$ cat src/rtl/adder_arbiter.sv
// Round-robin arbiter in front of one shared BUS-wide adder: grant, add, hold result until taken.
// Optional ADDER_ARB_OVERFLOW_EN adds a registered signed-overflow flag (rsp_ovf).
module adder_arbiter #(
   parameter int BUS     = 32,
   parameter int NUM_REQ = 4,
   parameter int ID_W    = $clog2(NUM_REQ)
) (
   input  logic                   clk,
   input  logic                   reset,
   input  logic [NUM_REQ-1:0]     req_valid,
   input  logic [NUM_REQ*BUS-1:0] req_a,
   input  logic [NUM_REQ*BUS-1:0] req_b,
   output logic [NUM_REQ-1:0]     req_ready,
   output logic                   rsp_valid,
   input  logic                   rsp_ready,
   output logic [BUS-1:0]         rsp_data,
   output logic [ID_W-1:0]        rsp_id,
`ifdef ADDER_ARB_OVERFLOW_EN
   output logic                   rsp_ovf,
`endif
   output logic                   busy
);

   localparam logic [1:0] IDLE = 2'd0;
   localparam logic [1:0] EXEC = 2'd1;
   localparam logic [1:0] RESP = 2'd2;

   logic [1:0]      state;
   logic [ID_W-1:0] rr_ptr;
   logic [ID_W-1:0] rr_next;
   logic [BUS-1:0]  op_a;
   logic [BUS-1:0]  op_b;
   logic [ID_W-1:0] op_id;
   logic [BUS-1:0]  sum;
   logic            grant_any;
   logic [ID_W-1:0] grant_idx;
   logic [ID_W:0]   cand;
   logic [BUS-1:0]  sel_a;
   logic [BUS-1:0]  sel_b;

   // Scan from rr_ptr upward with wrap; the extra bit in cand holds rr_ptr+k before folding.
   always_comb begin
      grant_any = 1'b0;
      grant_idx = '0;
      req_ready = '0;
      cand      = '0;
      if (state == IDLE) begin
         for (int k = 0; k < NUM_REQ; k++) begin
            cand = {1'b0, rr_ptr} + (ID_W+1)'(k);
            if (cand >= (ID_W+1)'(NUM_REQ))
               cand = cand - (ID_W+1)'(NUM_REQ);
            if (!grant_any && req_valid[cand[ID_W-1:0]]) begin
               grant_any = 1'b1;
               grant_idx = cand[ID_W-1:0];
            end
         end
         if (grant_any)
            req_ready[grant_idx] = 1'b1;
      end
   end

   always_comb begin
      sel_a = '0;
      sel_b = '0;
      for (int i = 0; i < NUM_REQ; i++) begin
         if (grant_idx == ID_W'(i)) begin
            sel_a = req_a[i*BUS +: BUS];
            sel_b = req_b[i*BUS +: BUS];
         end
      end
   end

   assign rr_next = (grant_idx == ID_W'(NUM_REQ-1)) ? '0 : grant_idx + 1'b1;
   assign sum     = op_a + op_b;
   assign busy    = (state != IDLE);

   always_ff @(posedge clk or posedge reset) begin
      if (reset) begin
         state     <= IDLE;
         rr_ptr    <= '0;
         op_a      <= '0;
         op_b      <= '0;
         op_id     <= '0;
         rsp_valid <= 1'b0;
         rsp_data  <= '0;
         rsp_id    <= '0;
      end else begin
         case (state)
            IDLE: begin
               if (grant_any) begin
                  op_a   <= sel_a;
                  op_b   <= sel_b;
                  op_id  <= grant_idx;
                  rr_ptr <= rr_next;
                  state  <= EXEC;
               end
            end
            EXEC: begin
               rsp_data  <= sum;
               rsp_id    <= op_id;
               rsp_valid <= 1'b1;
               state     <= RESP;
            end
            RESP: begin
               if (rsp_ready) begin
                  rsp_valid <= 1'b0;
                  state     <= IDLE;
               end
            end
            default: state <= IDLE;
         endcase
      end
   end

`ifdef ADDER_ARB_OVERFLOW_EN
   // Signed overflow: both operands share a sign that the sum does not.
   always_ff @(posedge clk or posedge reset) begin
      if (reset)
         rsp_ovf <= 1'b0;
      else if (state == EXEC)
         rsp_ovf <= (op_a[BUS-1] == op_b[BUS-1]) && (sum[BUS-1] != op_a[BUS-1]);
   end
`endif

endmodule
$ cat config.mk
export PLATFORM = sky130hd
export DESIGN_NAME = adder_arbiter
export DESIGN_NICKNAME = d
export VERILOG_FILES = /design/src/rtl/adder_arbiter.sv
export SDC_FILE = /design/constraint.sdc
export NUM_CORES = 1
export LEC_CHECK = 0
export CELL_PAD_IN_SITES_DETAIL_PLACEMENT = 1
export CELL_PAD_IN_SITES_GLOBAL_PLACEMENT = 1
export CORE_ASPECT_RATIO = 1.2
export CORE_MARGIN = 2
export CORE_UTILIZATION = 31
export DETAILED_ROUTE_END_ITERATION = 7
export PLACE_DENSITY = 0.86
export SLEW_MARGIN = 15
export SYNTH_ARGS = -nofsm -noshare
export SYNTH_HDL_FRONTEND = slang
export SYNTH_SLANG_ARGS = --single-unit
$ cat constraint.sdc
create_clock -name clk -period 4.6 [get_ports clk]
set_clock_uncertainty 0.15 [all_clocks]
set_input_delay 1.38 -clock clk [delete_from_list [all_inputs] [get_ports clk]]
set_output_delay 1.38 -clock clk [all_outputs]
set_load 0.05 [all_outputs]
==> results of run 1 <==
[cell type report]
cell class | instances | area [sq um]
clock buffer | 11 | 243
clock inverter | 5 | 55.1
fill | 2888 | 12500
inverter | 17 | 66.3
multi-input combinational | 788 | 4480
sequential | 105 | 2630
tap | 320 | 400
timing repair buffer | 334 | 3340
[stage by stage]
step | total power [mW] | cell area (sq um)
after floorplan | 6.44 | 7420
after CTS | 9.35 | 11200
final | 9.35 | 11200
after global routing | 10.2 | 11200
after global placement | 8.29 | 10900
after detailed placement | 8.51 | 10900
[cell families after synthesis]
| family | synth area share |
|---|---|
| adders and majority gates | 0.0618 |
| and+or+nand+nor | 0.189 |
| DFF | 0.355 |
| muxes | 0.00270 |
| AOI/OAI and AO/OA | 0.319 |
| buffers and inverters | 0.0490 |
| xor gates and xnor gates | 0.0236 |
[synth_stat cells, types with 6 or more instances]
library cell    n
a21o_1         12
a21oi_1       228
a22oi_1        64
buf_1           9
clkbuf_1       62
dfrtp_1       105
ha_1           35
inv_1          17
nand2_1        62
nand3_1        16
nand4_1         8
nor2_1        213
nor3_1          6
o211ai_1        7
o21ai_0        38
xnor2_1        11
xor2_1          9
[layout by cell type (no fill, tap or decap), types with 6 or more instances in the layout]
cell type and instances:
a21o_1 12, a21oi_1 227, a22oi_1 64, buf_12 7, buf_4 29, clkbuf_16 9
clkdlybuf4s50_1 298, dfrtp_1 105, ha_1 32, inv_1 16, nand2_1 62, nand3_1 16
nand4_1 8, nor2_1 211, nor3_1 6, o211ai_1 7, o21ai_0 38, xnor2_1 11
xor2_1 9
[worst paths after layout]
check | from | endpoint
worst max-delay path | req_valid[3] | req_ready[3]
worst min-delay path | rsp_data[0] | rsp_data[0]
worst max register to register | rr_ptr[1] | op_a[8]
worst min register to register | rsp_data[0] | rsp_data[0]
max in group asynchronous | reset | rsp_data[5]
min in group asynchronous | reset | rsp_valid
[layer usage]
metal,GRT usage,part of all wire,vias to the layer above
met4,0.0674,0.022,0
met3,0.0289,0.040,30
met1,0.292,0.44,4001
met5,0,0,-
met2,0.397,0.50,224
li1,-,-,4049
[tightest hold or removal path, delay by kind of cell (launching register included)]
kind             cells  cell delay (ns)
and+or+nand+nor      2             0.10
DFF                  1             0.35
[power by group through the flow]
stage               clock (mW)  sequential, mW  combinational, mW
floorplan                    0            2.19               4.25
global placement             0            1.82               6.48
detailed placement           0            1.84               6.67
CTS                      0.806            1.82               6.72
global route             0.840            1.87               7.52
finish                   0.789            1.82               6.74
[state kept, by name (all words and copies together) (netlist names)]
register / cells
op_id: 2
rsp_id: 2
op_a: 32
rsp_data: 32
rr_ptr: 2
op_b: 32
state: 2
rsp_valid: 1
[repair_timing]
action / 4_1_cts / 5_1_grt
endpoints found under the setup margin: 0 / 1
setup buffers: 0 / 0
gates resized for setup: 0 / 2
endpoints found under the hold margin: 0 / 0
==> flow_summary.ini, run 1 <==
[status]
status = finished clean

[clocking]
cts_root_buf = clkbuf_16
clk_pin_slew_worst_paths_ns = 0.07
ctsLongestPathBuffers = 2
clock_sinks = 105
clock_latency_ns = 0.35
htree_num_levels = 3
cts_tree = yes
cts_buffers = 9
cts.hold.buffers_added = 0

[worst_setup_path]
path_max_fanout = 3
worstPathRequired_ns = 3.07
cpMaxStageDelayCell = clkdlybuf4s50_1
worst-setup-path-type = in2out
reg2reg_slack_ns = 1.48
path_depth = 8
critPathMaxStageDelay_ns = 0.49
worst-path-buf-inv = 4
worstPathCellList = clkdlybuf4s50_1 > inv_1 > a22oi_1 > o22ai_1 > a31oi_1 > buf_4 > and3_1 > buf_12
cp.arrival_ns = 3.00
worst_setup_path_start_kind = primary input
r2r_cells = 16
timing.critical_path.to_type = output pin
crit_family = buffers and inverters

[timing]
fin_crit_ns = 4.53
final_hold_viol_count = 0
finalSetupTns_ns = 0
fin_hold_ws_ns = 0.328
fmax_mhz = 221
max_slew_margin = 0.349
rsz0062_at_grt = no
period_share = 0.984
setup_slack_ns = 0.0717
finalMaxSlewViolations = 0
worst_pin_slew_ns = 0.977
setup_violations = 0

[synthesis]
syn-cell-area_sq_um = 7410
synth.area.top_cells = dfrtp_1, a21oi_1, nor2_1, a22oi_1, ha_1
ys_seq_elements = 105
ys_warn_count = 0
yosys.area.top_type = dfrtp_1
syn_nets = 1284
synth.distinct_cells = 62
synthFlopType = dfrtp_1
async_reset_ff_frac = 1.00
syn_area_per_cell_sq_um = 7.52
synth_top_area_share = 0.355
synth-edff-count = 0
ys_seq_area_frac = 0.355
syn_inst = 985

[placement]
dp_hpwl_mm = 23.1
portBuffers = 302
post-place-ws_ns = 0.0807
gp_congestion = 0.875
dp.cells = 1564

[pwr]
clkPwrFrac = 0.084
power_density_nw_per_um2 = 834
p_int_mw = 4.42
sw_frac_of_total = 0.528
peakVddDrop_uv = 459
combPwrFrac = 0.721
p_leak_nw = 4.68
power.share.sequential = 0.194
p_switching_mw = 4.93

[route]
vias_per_cell = 5.26
dr.pass1.iters = 5
drc_errors = 0
post_drt_wl_per_cell_um = 18.2
detailroute.via_count = 8304
drtIter0Drc = 383
routed_wl_mm = 28.7
ant_nets = 0

[floorplanning]
chipHeight_um = 173
ios = 303
core-area_sq_um = 23700
die_w_um = 145
num_rows = 62
start_util = 0.312
design.die.area_sq_um = 25200

[final_layout]
fin_util = 0.472
nNetsFinal = 1554
diodes = 0
layout-drive-gt1-share = 0.0595
instances_no_fill = 1580
syn2layout_area_growth_pct = 51.3

[hold_path]
min_delay_path_depth = 2
holdCritPathClass = reg2reg

[global_routing]
grt_pass1_wl_mm = 45.9
grt_pass1_vias = 8643
overflow = 0
antenna_found_initial = 0
grt_max_degree = 102
grt_usage = 0.226

[job]
max_cap_violations = 0
No activity file was read; power rests on OpenSTA's default activity.
==> inputs of run 2 (changes only) <==
--- a/config.mk
+++ b/config.mk
@@ -8,7 +8,7 @@
 export CELL_PAD_IN_SITES_DETAIL_PLACEMENT = 1
 export CELL_PAD_IN_SITES_GLOBAL_PLACEMENT = 1
 export CORE_ASPECT_RATIO = 1.2
-export CORE_MARGIN = 2
+export CORE_MARGIN = 5
 export CORE_UTILIZATION = 31
 export DETAILED_ROUTE_END_ITERATION = 7
 export PLACE_DENSITY = 0.86
==> flow_summary.ini, run 2 (same netlist as run 1, synthesis figures left out) <==
[worst_setup_path]
rr_startpoint = rr_ptr[1]
r2r_cells = 15
cp.arrival_ns = 2.91
worst_setup_path_start_kind = primary input
reg2reg_slack_ns = 1.48
worst-setup-path-type = in2out
r2r_end = op_a[15]
worstPathRequired_ns = 3.07
crit_path_start = req_valid[3]
timing.critical_path.to_type = output pin
path_max_fanout = 3
endpoint = req_ready[3]

[global_routing]
antenna_found_initial = 0
grt_pass1_wl_mm = 44.6
overflow = 0
grt_usage = 0.207
grt_max_degree = 117
grt_pass1_vias = 8366

[route]
dr.pass1.iters = 5
drc_errors = 0
drtIter0Drc = 515
detailroute.via_count = 8332
post_drt_wl_per_cell_um = 19.0
vias_per_cell = 5.29
ant_nets = 0
routed_wl_mm = 30.0

[placement]
post-place-ws_ns = -0.107
dp_hpwl_mm = 23.9
portBuffers = 302
gp_congestion = 0.854
postPlaceCellArea_sq_um = 10900

[clocking]
clock_sinks = 105
htree_num_levels = 3
clk_pin_slew_worst_paths_ns = 0.07
cts_tree = yes
cts_buffers = 9
cts.hold.buffers_added = 0
ctsLongestPathBuffers = 2
cts_root_buf = clkbuf_16
clock_latency_ns = 0.35

[status]
status = finished clean

[hold_path]
min_delay_path_depth = 2
holdCritPathClass = reg2reg

[final_layout]
diodes = 0
mostFrequentLayoutCell = clkdlybuf4s50_1
final_cell_mix = clkdlybuf4s50_1, a21oi_1, nor2_1, dfrtp_1, a22oi_1
layout-drive-gt1-share = 0.0573
multi_input_area_sq_um = 4490
nFillCells = 2912
syn2layout_area_growth_pct = 51.6
nNetsFinal = 1550
seq_area_sq_um = 2630
final_cell_area_sq_um = 11200
largestRegisters = op_a (32), op_b (32), rsp_data (32)

[floorplanning]
num_rows = 62
die_w_um = 151
core-area_sq_um = 23700
ios = 303
start_util = 0.312
design.die.area_sq_um = 27100
chipHeight_um = 179

[timing]
finalMaxSlewViolations = 0
rsz0062_at_grt = no
period_share = 0.965
max_slew_margin = 0.253
setup_slack_ns = 0.159
setup_violations = 0
fmax_mhz = 225
worst_pin_slew_ns = 1.12
final_hold_viol_count = 0
fin_crit_ns = 4.44

[job]
max_cap_violations = 0

[pwr]
p_leak_nw = 4.67
fin_total_pwr_mw = 9.45
peakVddDrop_uv = 326
power_density_nw_per_um2 = 841
## run 2: final cells by class
type                            count  area share
Tap cell                          320      0.0356
Timing Repair Buffer              329       0.296
Clock buffer                       10      0.0204
Clock inverter                      6     0.00802
Sequential cell                   105       0.234
Inverter                           17     0.00590
Multi-Input combinational cell    789       0.400
## run 2: worst min path at each step
stage	slack, ns	end	start
floorplan	0.35	rsp_valid	state[1]
global placement	0.31	rsp_data[18]	rsp_data[18]
detailed placement	0.32	rsp_data[22]	rsp_data[22]
CTS	0.34	rsp_data[22]	rsp_data[22]
global route	0.36	rsp_data[28]	rsp_data[28]
finish	0.33	rsp_data[21]	rsp_data[21]
## run 2: stage by stage
step	cells	setup TNS, ns	hold slack (ns)	util
after floorplan	985	0	0.346	-
final	1576	0	0.332	0.473
after global routing	1576	0	0.360	0.473
after detailed placement	1558	-0.603	0.319	0.459
after global placement	1558	-0.0101	0.311	0.459
after CTS	1574	0	0.336	0.472
## run 2: what timing repair did
item	in CTS	in global routing
resized for setup	0	3
buffers inserted	0	1
setup endpoints to repair	0	5
## run 2: report_power, final
part	internal [mW]	switching, mW	leakage [nW]
clock network	0.482	0.374	0.153
logic	2.56	4.23	3.28
registers	1.43	0.372	1.24
total	4.48	4.97	4.67
## run 2: per-layer routing
metal	track usage	vias up	share of wire
li1	-	4048	-
met1	0.268	3977	0.43
met2	0.367	267	0.50
met3	0.0309	40	0.053
met4	0.0469	0	0.019
met5	0	-	0
## run 2: critical path, cell delays in order
cell and delay (ns):
clkdlybuf4s50_1 0.48, inv_1 0.07, a22oi_1 0.18, o22ai_1 0.10, a31oi_1 0.21, buf_4 0.17
and3_4 0.19, buf_12 0.13
==> inputs of run 3 (changes only) <==
--- a/config.mk
+++ b/config.mk
@@ -7,11 +7,10 @@
 export LEC_CHECK = 0
 export CELL_PAD_IN_SITES_DETAIL_PLACEMENT = 1
 export CELL_PAD_IN_SITES_GLOBAL_PLACEMENT = 1
-export CORE_ASPECT_RATIO = 1.2
 export CORE_MARGIN = 5
 export CORE_UTILIZATION = 31
 export DETAILED_ROUTE_END_ITERATION = 7
-export PLACE_DENSITY = 0.86
+export PLACE_DENSITY = 0.82
 export SLEW_MARGIN = 15
 export SYNTH_ARGS = -nofsm -noshare
 export SYNTH_HDL_FRONTEND = slang
==> flow_summary.ini, run 3 (same netlist as run 1, synthesis figures left out) <==
[route]
ant_nets = 0
detailroute.via_count = 8149
post_drt_wl_per_cell_um = 19.2
routed_wl_mm = 30.2
dr.pass1.iters = 4
drtIter0Drc = 394
vias_per_cell = 5.19
drc_errors = 0

[worst_setup_path]
worst_setup_path_start_kind = primary input
rr_startpoint = rr_ptr[1]
r2r_end = op_a[18]
cp.arrival_ns = 3.01
r2r_cells = 16
reg2reg_slack_ns = 1.43
timing.critical_path.to_type = output pin
path_max_fanout = 3
worst-setup-path-type = in2out
worstPathRequired_ns = 3.07

[timing]
max_slew_margin = 0.267
period_share = 0.987
setup_violations = 0
fin_hold_ws_ns = 0.329
finalMaxSlewViolations = 0
final_hold_viol_count = 0
fin_crit_ns = 4.54
finalSetupTns_ns = 0
fmax_mhz = 220
worst_pin_slew_ns = 1.10
rsz0062_at_grt = yes

[clocking]
clk_pin_slew_worst_paths_ns = 0.08
htree_num_levels = 3
clock_latency_ns = 0.35
cts_root_buf = clkbuf_16
clock_sinks = 105
cts_buffers = 9
ctsLongestPathBuffers = 2
cts_tree = yes

[pwr]
p_leak_nw = 4.61
power_density_nw_per_um2 = 837
peakVddDrop_uv = 283

[floorplanning]
ios = 303
die_w_um = 165
start_util = 0.316
core-area_sq_um = 23500
num_rows = 56
chipHeight_um = 165
design.die.area_sq_um = 27100

[status]
status = finished clean

[global_routing]
grt_pass1_vias = 8435
grt_max_degree = 116
grt_util_met3 = 0.0422
grt_busiest_layer = met2
grt_usage = 0.217
grt_pass1_wl_mm = 46.1
antenna_found_initial = 0
overflow = 0
met2_usage = 0.352
grt_use_met1 = 0.295

[final_layout]
nNetsFinal = 1543
syn2layout_area_growth_pct = 50.4
largestRegisters = op_a (32), op_b (32), rsp_data (32)
layout-drive-gt1-share = 0.0536
final_cell_mix = clkdlybuf4s50_1, a21oi_1, nor2_1, dfrtp_1, a22oi_1
fin_util = 0.475
multi_input_area_sq_um = 4490
nFillCells = 2820
instances_no_fill = 1570
seq_area_sq_um = 2630
mostFrequentLayoutCell = clkdlybuf4s50_1

[placement]
gp_congestion = 0.856
dp_hpwl_mm = 24.3
dp.cells = 1551
portBuffers = 302

[job]
max_cap_violations = 0

[hold_path]
min_delay_path_depth = 2
worstHoldStart = rsp_data[8]
holdCritPathClass = reg2reg
holdPathEnd = rsp_data[8]
==> run 3: cell count changes in the layout (fill, tap and decap cells not counted), sizes merged <==
cell / before / now
buf: 31 / 25
bufinv: 2 / 0
clkbuf: 10 / 9
clkinv: 1 / 2
clkinvlp: 1 / 3
diode: 0 / 2
nor2b: 6 / 5
==> run 3: power by group <==
part           total [mW]  leakage (nW)  internal (mW)  switching (mW)
Clock               0.754         0.128          0.372           0.382
Sequential           1.81          1.24           1.43           0.379
Combinational        6.76          3.24           2.54            4.22
==> run 3: metal layers <==
layer	vias to the layer above	part of all wire
li1	4043	-
met5	-	0
met1	3844	0.45
met2	234	0.48
met4	0	0.017
met3	28	0.060
==> run 3: per-stage QoR <==
stage	power (mW)	setup slack [ns]	area, sq um
after global placement	8.28	0.111	10800
after global routing	10.2	-0.0496	11100
final	9.33	0.0586	11100
after floorplan	6.44	0.265	7420
after CTS	9.33	0.00189	11100
after detailed placement	8.50	-0.00294	10800
==> run 3: critical path: stages <==
cell             delay [ns]
clkdlybuf4s50_1        0.49
inv_1                  0.09
a22oi_1                0.21
o22ai_1                0.11
a31oi_1                0.23
buf_4                  0.18
buf_4                  0.10
nor4_2                 0.03
buf_4                  0.19
==> run 3: worst max-delay path by stage <==
stage	startpoint	cells after the start	endpoint	slack [ns]
after detailed placement	req_valid[0]	7	req_ready[2]	-0.003
after global placement	req_valid[0]	7	req_ready[2]	0.11
after CTS	req_valid[0]	7	req_ready[2]	0.002
final	req_valid[3]	9	req_ready[0]	0.06
after floorplan	req_valid[3]	6	req_ready[1]	0.26
after global routing	req_valid[3]	9	req_ready[0]	-0.05
==> run 3: final cells by class <==
type,count,share of cell area
clock inverter,7,0.00483
antenna,2,0.000449
multi-input combinational,788,0.402
sequential,105,0.236
inverter,17,0.00595
clock buffer,9,0.0202
tap,319,0.0358
timing repair buffer,323,0.295
==> run 3: what timing repair did <==
| action | 4_1_cts | 5_1_grt |
|---|---|---|
| hold buffers | 0 | 0 |
| gates resized for setup | 0 | 4 |
| hold endpoints to repair | 0 | 0 |
| setup buffers | 0 | 1 |
| setup endpoints to repair | 0 | 3 |
==> edit: new RTL, settings of run 1 <==
Change the parameter `NUM_REQ` from 4 to 2.
--- a/src/rtl/adder_arbiter.sv
+++ b/src/rtl/adder_arbiter.sv
@@ -2,7 +2,7 @@
 // Optional ADDER_ARB_OVERFLOW_EN adds a registered signed-overflow flag (rsp_ovf).
 module adder_arbiter #(
    parameter int BUS     = 32,
-   parameter int NUM_REQ = 4,
+   parameter int NUM_REQ = 2,
    parameter int ID_W    = $clog2(NUM_REQ)
 ) (
    input  logic                   clk,
Ports: changed (5 resized); port bits go from 303 to 170. The function was not compared with the original's and may differ.
==> edit against run 1 <==
Hold slack better by 0.0061 ns; synthesized area decreased by 24%; final cell count is 40% lower; combinational power down 40%; core utilization fell by 2.8 points; global-route usage decreased by 3.5 points; design area down 30%; sequential cell count fell by 3; wire length decreased by 37%; count of clock-buffer cells in the layout fell by 1; setup slack improved by 0.45 ns; via count fell by 38%; power is 31% lower; the run now ends with DRC left; non-clock buffer count shrank 161; largest cell class unchanged.
==> edit: results (changes against run 1) <==
- Iter 0 DRT Violations: 402 (+5.0%)
- Half-perimeter wire length of the detailed placement result: 13.4 mm (-42%)
- The met3 layer wire length in the routed design was 854 microns (-26%).
* Net count of the mapped netlist: 747 (-42%)
- The iteration count of the initial detailed-routing pass came to 8 (+3).
* Status: finished, violations left
- The proportion of layout cells with a drive suffix above 1 was 0.0450 (-0.0146).
- Critical Path Max Stage Delay: 0.56 ns (+0.07 ns)
- Worst vdd ir: 0.327 mV (-29%)
- The count of unresolved DRC violations after routing is 3 (+3).
* Number of buffers inserted by port buffering: 169 (-44%)
- Part of the Yosys area used for sequential elements: 0.456 (+0.101)
- Violated checks: DRC
- Area share of the largest cell type after synthesis: 0.456 (+0.101)
- The average via count per standard cell came to 5.42 (+3.1%).
- Register-to-Register Path Depth: 10 (-6)
- Routed wire length on met2: 9.63 mm (-32%)
* Maximum number of pins on one net before global-route repair: 66 (-35%)
* Syn Inst Count: 582 (-41%)
* Max_slew headroom: 0.481 (+0.132)
- Antenna violations before repair: 1 (+1)
- Antenna Diode Count: 0 (unchanged)
- The number of cells after detailed placement was 938 (-40%).
- Worst slack at placement: 0.529 ns (+0.448 ns)
* Leakage: 3.65 nW (-22%)
- Gr usage total: 0.192 (-0.0347)
- Hold path endpoint: rsp_data[20]
* Wire length of the first global-routing pass: 28.9 mm (-37%)
- Placed cell area: 7530 sq um (-31%)
* Top Metal Used: met5
- Fill cell count: 1971 (-32%)
* Final-report setup violation count: 0 (unchanged)
- Top cells by instance count after synthesis: dfrtp_1, inv_1, a222oi_1
- The final worst hold slack came to 0.334 ns (+0.00610 ns).
- Number of distinct library cell variants in the gate-level netlist after synthesis: 49 (-21%)
- In this run the critical register-to-register path is captured at rsp_data[22].
- The slack of the worst reg-to-reg path is 1.38 ns (-0.10 ns).
- Launch instance of the worst register-to-register path: op_a[0]
- Internal power: 3.37 mW (-24%)
* Layout net count: 894 (-42%)
edit: worst max-delay path: cells and delay by family:
kind / cells / cell delay (ns)
simple gates: 1 / 0.08
compound gates: 1 / 0.29
buf+inv: 3 / 0.79
edit: worst max-delay path by stage:
stage / endpoint / slack [ns] / depth (start not counted) / startpoint
2_1_floorplan: op_a[0] / 0.39 / 1 / reset
3_3_place_gp: req_ready[1] / 0.58 / 5 / req_valid[0]
3_5_place_dp: req_ready[1] / 0.53 / 5 / req_valid[0]
4_1_cts: req_ready[1] / 0.52 / 5 / req_valid[0]
5_1_grt: req_ready[1] / 0.47 / 5 / req_valid[0]
6_report: req_ready[1] / 0.52 / 5 / req_valid[0]
edit: power groups by stage:
| stage | clock network (mW) | logic [mW] | registers, mW |
|---|---|---|---|
| floorplan | 0 | 2.42 | 2.05 |
| global placement | 0 | 3.87 | 1.66 |
| detailed placement | 0 | 4.00 | 1.68 |
| CTS | 0.813 | 4.04 | 1.66 |
| global route | 0.851 | 4.44 | 1.72 |
| finish | 0.792 | 4.02 | 1.66 |
edit: cells by family after synthesis:
kind of cell,after synthesis,share of synthesized area
AO/OA/AOI/OAI,193,0.260
XOR/XNOR,26,0.0407
adder cells (fa/ha/maj),32,0.0728
buffers and inverters,109,0.0733
flip-flops,102,0.456
multiplexers,2,0.00357
AND/OR/NAND/NOR,118,0.0938
edit: per-layer routing:
layer,global-route usage,up-vias
met4,0.0599,2
met3,0.0350,21
met2,0.357,156
met1,0.224,2560
li1,-,2431
met5,0,-
edit: layout make-up:
class	count	area, sq um	share of cell area
inverter	72	273	0.0348
timing repair buffer	173	1770	0.226
multi-input combinational	371	2670	0.340
clock inverter	6	68.8	0.00879
clock buffer	10	229	0.0292
sequential	102	2550	0.326
tap	220	275	0.0352
